<file path="src/rtl/pipeline_ctrl_gen.sv">
// Pipeline hazard controller: decodes per-stage stall requests into stall/bubble masks,
// sequences exception flushes with a PC redirect, and tracks stall duration.
module pipeline_ctrl_gen #(
  parameter int NUM_STAGES   = 6,
  parameter int ADDR_WIDTH   = 32,
  parameter int FLUSH_CYCLES = 1,
  parameter int WDOG_WIDTH   = 8,
  parameter int CNT_WIDTH    = 32
) (
  input  logic                  i_clk,
  input  logic                  i_rst,
  input  logic [NUM_STAGES-1:0] i_stall_req,
  input  logic                  i_stall_all,
  input  logic                  i_flush_req,
  input  logic [ADDR_WIDTH-1:0] i_flush_pc,
  output logic [NUM_STAGES-1:0] o_stall,
  output logic [NUM_STAGES-1:0] o_bubble,
  output logic [NUM_STAGES-1:0] o_flush,
  output logic                  o_new_pc_valid,
  output logic [ADDR_WIDTH-1:0] o_new_pc,
  output logic                  o_stall_timeout,
  output logic [CNT_WIDTH-1:0]  o_stall_cycles
);

  localparam int FCW = (FLUSH_CYCLES > 1) ? $clog2(FLUSH_CYCLES) : 1;
  localparam logic [FCW-1:0] FLUSH_LAST = FCW'(FLUSH_CYCLES - 1);

  typedef enum logic {S_IDLE, S_FLUSH} state_t;

  state_t                r_state;
  logic [FCW-1:0]        r_flush_cnt;
  logic                  r_pc_pending;
  logic [ADDR_WIDTH-1:0] r_new_pc;
  logic [WDOG_WIDTH-1:0] r_wd_cnt;
  logic                  r_timeout;
  logic [CNT_WIDTH-1:0]  r_stall_cycles;

  logic [NUM_STAGES-1:0] w_req_stall;
  logic [NUM_STAGES-1:0] w_req_bubble;
  logic                  w_any_stall;

  // A request at stage h holds every stage at or below h; the stage just above gets a NOP.
  for (genvar gi = 0; gi < NUM_STAGES; gi++) begin : g_decode
    assign w_req_stall[gi] = |i_stall_req[NUM_STAGES-1:gi];
    if (gi == 0) begin : g_first
      assign w_req_bubble[gi] = 1'b0;
    end else begin : g_rest
      assign w_req_bubble[gi] = w_req_stall[gi-1] & ~w_req_stall[gi];
    end
  end

  always_comb begin
    o_stall        = '0;
    o_bubble       = '0;
    o_flush        = '0;
    o_new_pc_valid = 1'b0;
    if (i_stall_all) begin
      o_stall = '1;
    end else if (r_state == S_FLUSH) begin
      o_flush        = {1'b0, {(NUM_STAGES-1){1'b1}}};
      o_new_pc_valid = r_pc_pending;
    end else begin
      o_stall  = w_req_stall;
      o_bubble = w_req_bubble;
    end
  end

  // r_pc_pending keeps the redirect pulse armed until the first FLUSH cycle that is not frozen.
  always_ff @(posedge i_clk or posedge i_rst) begin
    if (i_rst) begin
      r_state      <= S_IDLE;
      r_flush_cnt  <= '0;
      r_pc_pending <= 1'b0;
      r_new_pc     <= '0;
    end else if (!i_stall_all) begin
      case (r_state)
        S_IDLE: begin
          if (i_flush_req) begin
            r_state      <= S_FLUSH;
            r_new_pc     <= i_flush_pc;
            r_flush_cnt  <= FLUSH_LAST;
            r_pc_pending <= 1'b1;
          end
        end
        S_FLUSH: begin
          r_pc_pending <= 1'b0;
          if (r_flush_cnt == '0) r_state <= S_IDLE;
          else                   r_flush_cnt <= r_flush_cnt - 1'b1;
        end
        default: r_state <= S_IDLE;
      endcase
    end
  end

  assign w_any_stall = |o_stall;

  always_ff @(posedge i_clk or posedge i_rst) begin
    if (i_rst) begin
      r_wd_cnt       <= '0;
      r_timeout      <= 1'b0;
      r_stall_cycles <= '0;
    end else begin
      if (w_any_stall) begin
        if (r_wd_cnt == '1) r_timeout <= 1'b1;
        else                r_wd_cnt  <= r_wd_cnt + 1'b1;
      end else begin
        r_wd_cnt <= '0;
      end
      if (o_stall[0] && (r_stall_cycles != '1))
        r_stall_cycles <= r_stall_cycles + 1'b1;
    end
  end

  assign o_new_pc        = r_new_pc;
  assign o_stall_timeout = r_timeout;
  assign o_stall_cycles  = r_stall_cycles;

endmodule

</file>
<file path="config.mk">
export PLATFORM = sky130hd
export DESIGN_NAME = pipeline_ctrl_gen
export DESIGN_NICKNAME = d
export VERILOG_FILES = /design/src/rtl/pipeline_ctrl_gen.sv
export SDC_FILE = /design/constraint.sdc
export NUM_CORES = 1
export LEC_CHECK = 0
export BUFFER_PORTS_ARGS = -buffer_cell sky130_fd_sc_hd__clkbuf_2
export CORE_MARGIN = 10
export CORE_UTILIZATION = 54
export CTS_BUF_LIST = sky130_fd_sc_hd__clkbuf_2
export CTS_CLUSTER_DIAMETER = 200
export DETAILED_ROUTE_END_ITERATION = 10
export GPL_TIMING_DRIVEN = 0
export PLACE_DENSITY_LB_ADDON = 0.05
export SKIP_LAST_GASP = 1
export SYNTH_ARGS = -nofsm -noshare
export SYNTH_HDL_FRONTEND = slang
export SYNTH_SLANG_ARGS = --single-unit
</file>
<file path="constraint.sdc">
create_clock -name i_clk -period 3.88 [get_ports i_clk]
set_input_delay 0.194 -clock i_clk [delete_from_list [all_inputs] [get_ports i_clk]]
set_output_delay 0.194 -clock i_clk [all_outputs]
set_load 0.01 [all_outputs]
</file>
==> reports/metrics.yaml, run 1 <==
status: "complete, no violations"
multiInputGateArea_mm2: 0.001425
hold_viol_final: 0
overflow: 0
wirelength_um: 9329
maxCapViolCount: 0
cpPeakStageDelay_ns: 0.49
synthCells: 295
nFillCells: 463
design.core.area_mm2: 0.006277
syn2layout_area_growth_pct: 36.24
whs_ns: 0.2294
setup_ws_ns: 1.596
rsz0062_at_grt: "no"
cp.arrival_ns: 2.09
grt_pass1_vias: 2990
crit_buf_inv: 4
root_buffer: "clkbuf_2"
ys_seq_area_share_pct: 54.59
die_x_um: 99.80
slowest_stage: "dfrtp_1"
power.density_mw_per_mm2: 469.4
regArea_mm2: 0.001877
drc_errors: 0
drt-wirelength-per-cell_um: 17.05
cp-start-kind: "flop"
dp_hpwl_um: 6513
vias: 2855
clkLatencyLatePin_ns: 0.50
peakVddDrop_mv: 0.3169
cts_made_buffers: 9
dieArea_mm2: 0.009959
diodes: 0
initial_core_util_pct: 54.77
antenna_found_initial: 0
ys_seq_elements: 75
cts_max_level: 3
finalClockSkew_ns: 0.02810
gp_congestion: 0.7876
ant_nets: 0
critPathKind: "flop to output pin"
slew_violations: 0
avgSynthCellArea_um2: 11.66
grt_max_degree: 46
layout_min_cycle_time_ns: 2.284
timing.final.crit_share_pct: 58.87
pre_cts_slack_ns: 1.784
r2r_slack_ns: 1.75
drt_first_pass_iters: 4
finalSetupTns_ns: 0
crit_path_max_fanout: 10
cts_setup_buffers: 0
layout.nets: 510
yosys.cell_types.count: 39
cts_buffer_depth: 2
hold_class: "input port to async pin"
io_pins: 126
cts_sinks: 75
synthFlopType: "dfrtp_1"
fin_util_pct: 74.63
total_power_uw: 2199
crit_family: "flip-flops"
synth_edf_count: 0
grtUsageTotal_pct: 18.81
syn_area_mm2: 0.003438
drtIter0Drc: 147
ctsResizeCount: 0
clkTransAtPathRegs_ns: 0.20
rows: 29
die_h_um: 99.80
grt_pass1_wl_um: 15210
io_buffers: 123
cp_cell_sequence: "nor2b_1 > a21o_1 > buf_6 > inv_1 > buf_4 > clkbuf_2"
synth_warnings: 0
max_freq_mhz: 437.8
drive_gt1_share_pct: 41.28
via_per_inst: 5.219
cp-end-kind: "output pin"
synthArstFlopShare_pct: 100.0
required_ns: 3.69
tritoncts: "done"
setup_violations: 0
leakage_uw: 0.002347
==> registers in the layout, indices dropped and copies added (netlist names) <==
name	flops
o_new_pc	32
o_stall_cycles	32
r_wd_cnt	8
o_stall_timeout	1
r_pc_pending	1
r_state	1
==> power breakdown <==
group	switching, µW	leakage [µW]	internal [µW]
sequential	140	0.000912	934
combinational	301	0.00135	288
clock	266	0.0000831	270
total	707	0.00235	1490
==> kinds of logic after synthesis <==
group	share of synthesized area, %
flops	54.59
fa+ha+maj	0.7277
buf+inv	4.076
mux	11.83
compound gates	3.603
simple gates	17.43
xor+xnor	7.642
other cells	0.1091
==> routing by layer <==
layer | vias to the layer above | GRT usage, % | routed length, µm
li1 | 1384 | - | -
met1 | 1360 | 23.51 | 3805
met2 | 100 | 29.82 | 4520
met3 | 11 | 5.495 | 876
met4 | 0 | 7.718 | 126
met5 | - | 0 | 0
==> placed cells by master, fill, tap and decap left out, types with 11 or more instances in the layout <==
master         synthesis  final
nor2_1                16     16
nand3_1               15     15
nor4_1                11     11
dfrtp_1               75     75
clkbuf_2               0    132
nor3_1                12     12
nand2_1               14     14
dlygate4sd3_1          0     35
xor2_1                20     20
mux2_2                33     33
==> repair_timing <==
action / in CTS / in global routing
endpoints found under the hold margin: 82 / 0
hold buffers: 35 / 0
endpoints found under the setup margin: 0 / 0
==> path summary, 6_finish.rpt <==
check	start	end	depth (start not counted)
worst min register to register	o_stall_timeout	o_stall_timeout	1
min in group i_clk	i_flush_pc[6]	o_new_pc[6]	3
worst min-delay path	i_rst	o_new_pc[30]	3
worst max register to register	o_stall_cycles[1]	o_stall_cycles[11]	7
max in group asynchronous	i_rst	o_stall_cycles[11]	4
worst max-delay path	r_state	o_stall[0]	6
==> stage by stage <==
step           instances  area [µm²]
6_report             547        4684
5_1_grt              547        4684
4_1_cts              547        4684
3_5_place_dp         497        4184
3_3_place_gp         496        4154
2_1_floorplan        296        3442
==> cells in the mapped netlist, types with 3 or more instances <==
| cell type | count | area [µm²] |
|---|---|---|
| a21o_1 | 3 | 22.52 |
| buf_4 | 7 | 52.55 |
| xor2_1 | 20 | 175.2 |
| nor3_1 | 12 | 60.06 |
| nor4_1 | 11 | 68.82 |
| buf_2 | 4 | 20.02 |
| mux2_2 | 33 | 371.6 |
| dfrtp_1 | 75 | 1877 |
| nand3_1 | 15 | 75.07 |
| nor2_1 | 16 | 60.06 |
| nand4_1 | 10 | 62.56 |
| xnor2_1 | 10 | 87.58 |
| and3_1 | 8 | 50.05 |
| o21ai_0 | 9 | 45.04 |
| inv_1 | 10 | 37.54 |
| a31oi_1 | 5 | 31.28 |
| nand2_1 | 14 | 52.55 |
| and2_1 | 4 | 25.02 |
==> worst reg2reg max path, stage by stage (launching register included) <==
cell and delay, ns:
dfrtp_1 0.45, ha_1 0.21, nand3_1 0.20, nor3_1 0.38, and4_1 0.28, buf_2 0.24, nor3_1 0.09, xor2_1 0.16
==> area by class of cell <==
class	instances	share of cell area [%]
tap	77	2.057
multi-input combinational	196	30.42
timing repair buffer	159	21.21
buffer	15	2.190
sequential	75	40.06
clock buffer	9	0.9615
clock inverter	6	2.244
inverter	10	0.8547
(Power assumes the default switching activity.)
==> inputs of run 2 (changes only) <==
- ABC_AREA: unset -> 1
- CORE_UTILIZATION: 54 -> 53
- clock period: 3.88 -> 2.25 ns (I/O delays scaled with it)
==> run 2 against run 1 <==
Effect of this change: combinational power rose by 67%; synthesized area grew 18%; register-to-register slack got worse by 1.5 ns; non-clock buffer count is 1 lower; routed wire length increased by 23%; die area rose by 16%; setup slack worse by 1.3 ns; synthesized cell count up 73%; critical path depth fell by 2; global-route usage up 1.6 points; highest routed layer unchanged; sequential power is 65% higher.
==> reports/metrics.yaml, run 2 <==
status: "complete, no violations"
cts_max_level: 3  # unchanged
synth.largest_area_cell: "dfrtp_1"
io_buffers: 122  # -0.81%
crit_buf_inv: 3  # -1
p_switching_uw: 1216  # +72%
avgSynthCellArea_um2: 7.964  # -32%
min_path_cells: 3
tritoncts: "done"
ys_seq_elements: 75  # unchanged
max_freq_mhz: 501.1
multiInputGateArea_mm2: 0.001909  # +34%
drive_gt1_share_pct: 27.86  # -13 points
crit_path_max_fanout: 9  # -1
pre_cts_slack_ns: 0.2967  # -1.488 ns
wirelength_um: 11450  # +23%
cp-start-kind: "flop"
clkLatencyLatePin_ns: 0.52  # +0.02 ns
hold_class: "input port to flop"
drt-wirelength-per-cell_um: 14.66  # -14%
io_pins: 126  # unchanged
cts_buffer_depth: 2  # unchanged
cp_cell_sequence: "clkinv_1 > nor2_1 > buf_4 > clkbuf_2"
cts_sinks: 75  # unchanged
whs_ns: 0.04917  # -0.1802 ns
setup_ws_ns: 0.2546  # -1.341 ns
cp_num_cells: 4  # -2
grt_max_degree: 45  # -2.2%
syn2layout_area_growth_pct: 30.68
maxCapViolCount: 0  # unchanged
syn_area_mm2: 0.004054  # +18%
rsz0062_at_grt: "no"
power.density_mw_per_mm2: 680.8  # +45%
dieArea_mm2: 0.01155  # +16%
gp_congestion: 0.9049  # +15%
yosys.cell_types.count: 34  # -13%
via_per_inst: 4.917  # -5.8%
drc_errors: 0  # unchanged
die_h_um: 107.5  # +7.7%
vias: 3840  # +35%
rows: 31  # +6.9%
drtIter0Drc: 197  # +34%
grt_pass1_wl_um: 19170  # +26%
drt_first_pass_iters: 5  # +1
finalClockSkew_ns: 0.02806  # -0.00004100 ns
regArea_mm2: 0.001877  # unchanged
required_ns: 2.14  # -1.55 ns
ant_nets: 0  # unchanged
clkTransAtPathRegs_ns: 0.19  # about the same
grtUsageTotal_pct: 20.44  # +1.6 points
cp-end-kind: "output pin"
nFillCells: 580  # +25%
ys_seq_area_share_pct: 46.30  # -8.3 points
layout_min_cycle_time_ns: 1.995
hold_viol_final: 0  # unchanged
synth_most_common_cell: "nand2_1"
swShare_pct: 33.70  # +1.6 points
synthFlopType: "dfrtp_1"
cts_setup_buffers: 0  # unchanged
slew_violations: 0  # unchanged
dp_hpwl_um: 8548  # +31%
critPathKind: "flop to output pin"
overflow: 0  # unchanged
cpPeakStageDelay_ns: 0.43  # -0.06 ns
synth.top_cells.by_count: "207 x nand2_1, 75 x dfrtp_1, 58 x nor2_1, 38 x inv_1, 24 x nand3_1"
synthArstFlopShare_pct: 100.0  # unchanged
combPwrFrac_pct: 27.4  # +0.6 points
p_int_uw: 2391  # +60%
synth_edf_count: 0  # unchanged
cp.arrival_ns: 1.88  # -0.21 ns
design.core.area_mm2: 0.007331  # +17%
grt_pass1_vias: 3973  # +33%
root_buffer: "clkbuf_2"
antenna_found_initial: 0  # unchanged
netlist.area_leader.share_pct: 46.30  # -8.3 points
synthTopCellsByArea: "dfrtp_1 46%, nand2_1 19%, mux2_2 6.4%"
slowest_stage: "dfrtp_1"
final_common_cell: "nand2_1"
initial_core_util_pct: 55.30  # +0.53 points
leakage_uw: 0.002782  # +19%
diodes: 0  # unchanged
peakVddDrop_mv: 0.5124  # +62%
synthCells: 509  # +73%
pwr-share-seq_pct: 49.1  # +0.3 points
ctsResizeCount: 0  # unchanged
setup_violations: 0  # unchanged
timing.final.crit_share_pct: 88.69
cts_made_buffers: 9  # unchanged
crit_family: "buffers and inverters"
ff2ff_path_depth: 11  # +4
cts.hold.buffers_added: 34  # -2.9%
mostFrequentLayoutCells: "207 x nand2_1, 131 x clkbuf_2, 75 x dfrtp_1"
die_x_um: 107.5  # +7.7%
synth_warnings: 0  # unchanged
pwr-share-clk_pct: 23.5  # -0.9 points
layout.nets: 722  # +42%
-- run 2: changes by cell type after synthesis, sizes merged, moves of 9 or more --
| cell | delta |
|---|---|
| nor4 | -10 |
| nand3 | +10 |
| inv | +30 |
| xor2 | -9 |
| nor2 | +45 |
| nand2 | +196 |
| nor3 | -9 |
-- run 2: cells by family (layout without fill, tap and decap cells) --
family	Yosys count	after routing	share of synthesized area, %
simple gates	310	310	31.57
buf+inv	57	229	6.697
mux	32	32	8.889
fa+ha+maj	2	2	0.6172
xor+xnor	17	17	3.673
compound gates	15	15	2.161
flops	75	75	46.30
other cells	1	2	0.09250
-- run 2: worst paths after layout --
kind	start	slack [ns]	end
worst max-delay path	r_state	0.25	o_flush[2]
worst min-delay path	i_flush_req	0.05	o_new_pc[30]
worst max register to register	o_stall_cycles[0]	0.26	o_stall_cycles[14]
worst min register to register	o_stall_timeout	0.50	o_stall_timeout
max in group asynchronous	i_rst	1.57	o_stall_cycles[30]
min in group asynchronous	i_rst	0.12	o_new_pc[25]
-- run 2: layout make-up --
cell class              instances  share of cell area (%)
clock buffers                   9                  0.8503
flip-flops and latches         75                   35.43
inverters                      41                   3.000
clock inverters                 6                   1.701
multi-input cells             378                   36.04
well taps                      99                   2.338
plain buffers                  16                   2.173
repair buffers                157                   18.47
-- run 2: worst register-to-register path: stages, from the launching register on --
cell     delay (ns)
dfrtp_1        0.51
ha_1           0.36
inv_2          0.10
nor2_4         0.16
nand2_4        0.10
nor2_8         0.15
nand2_4        0.08
nand2_4        0.11
inv_4          0.08
buf_6          0.15
nand2_1        0.06
nand2_1        0.05
-- run 2: routing by layer --
layer / wire (µm) / track usage, %
met5: 0 / 0
met4: 269 / 6.775
met3: 994 / 8.503
met2: 5696 / 34.47
met1: 4490 / 22.89
-- run 2: power by group through the flow --
stage,sequential (µW),combinational (µW),clock [µW]
floorplan,1840,482,0
global placement,1770,903,0
detailed placement,1790,941,0
CTS,1770,997,874
global route,1810,1100,928
finish,1770,987,848
-- run 2: stage by stage --
stage,setup TNS (ns),instances,instance area (µm²),total power [µW],utilization [%]
after CTS,0,781,5298,3638,72.26
after global routing,0,781,5298,3838,72.26
after global placement,-46.81,731,4792,2676,65.37
final,0,781,5298,3607,72.26
after floorplan,0,510,4058,2324,-
after detailed placement,0,732,4822,2734,65.78
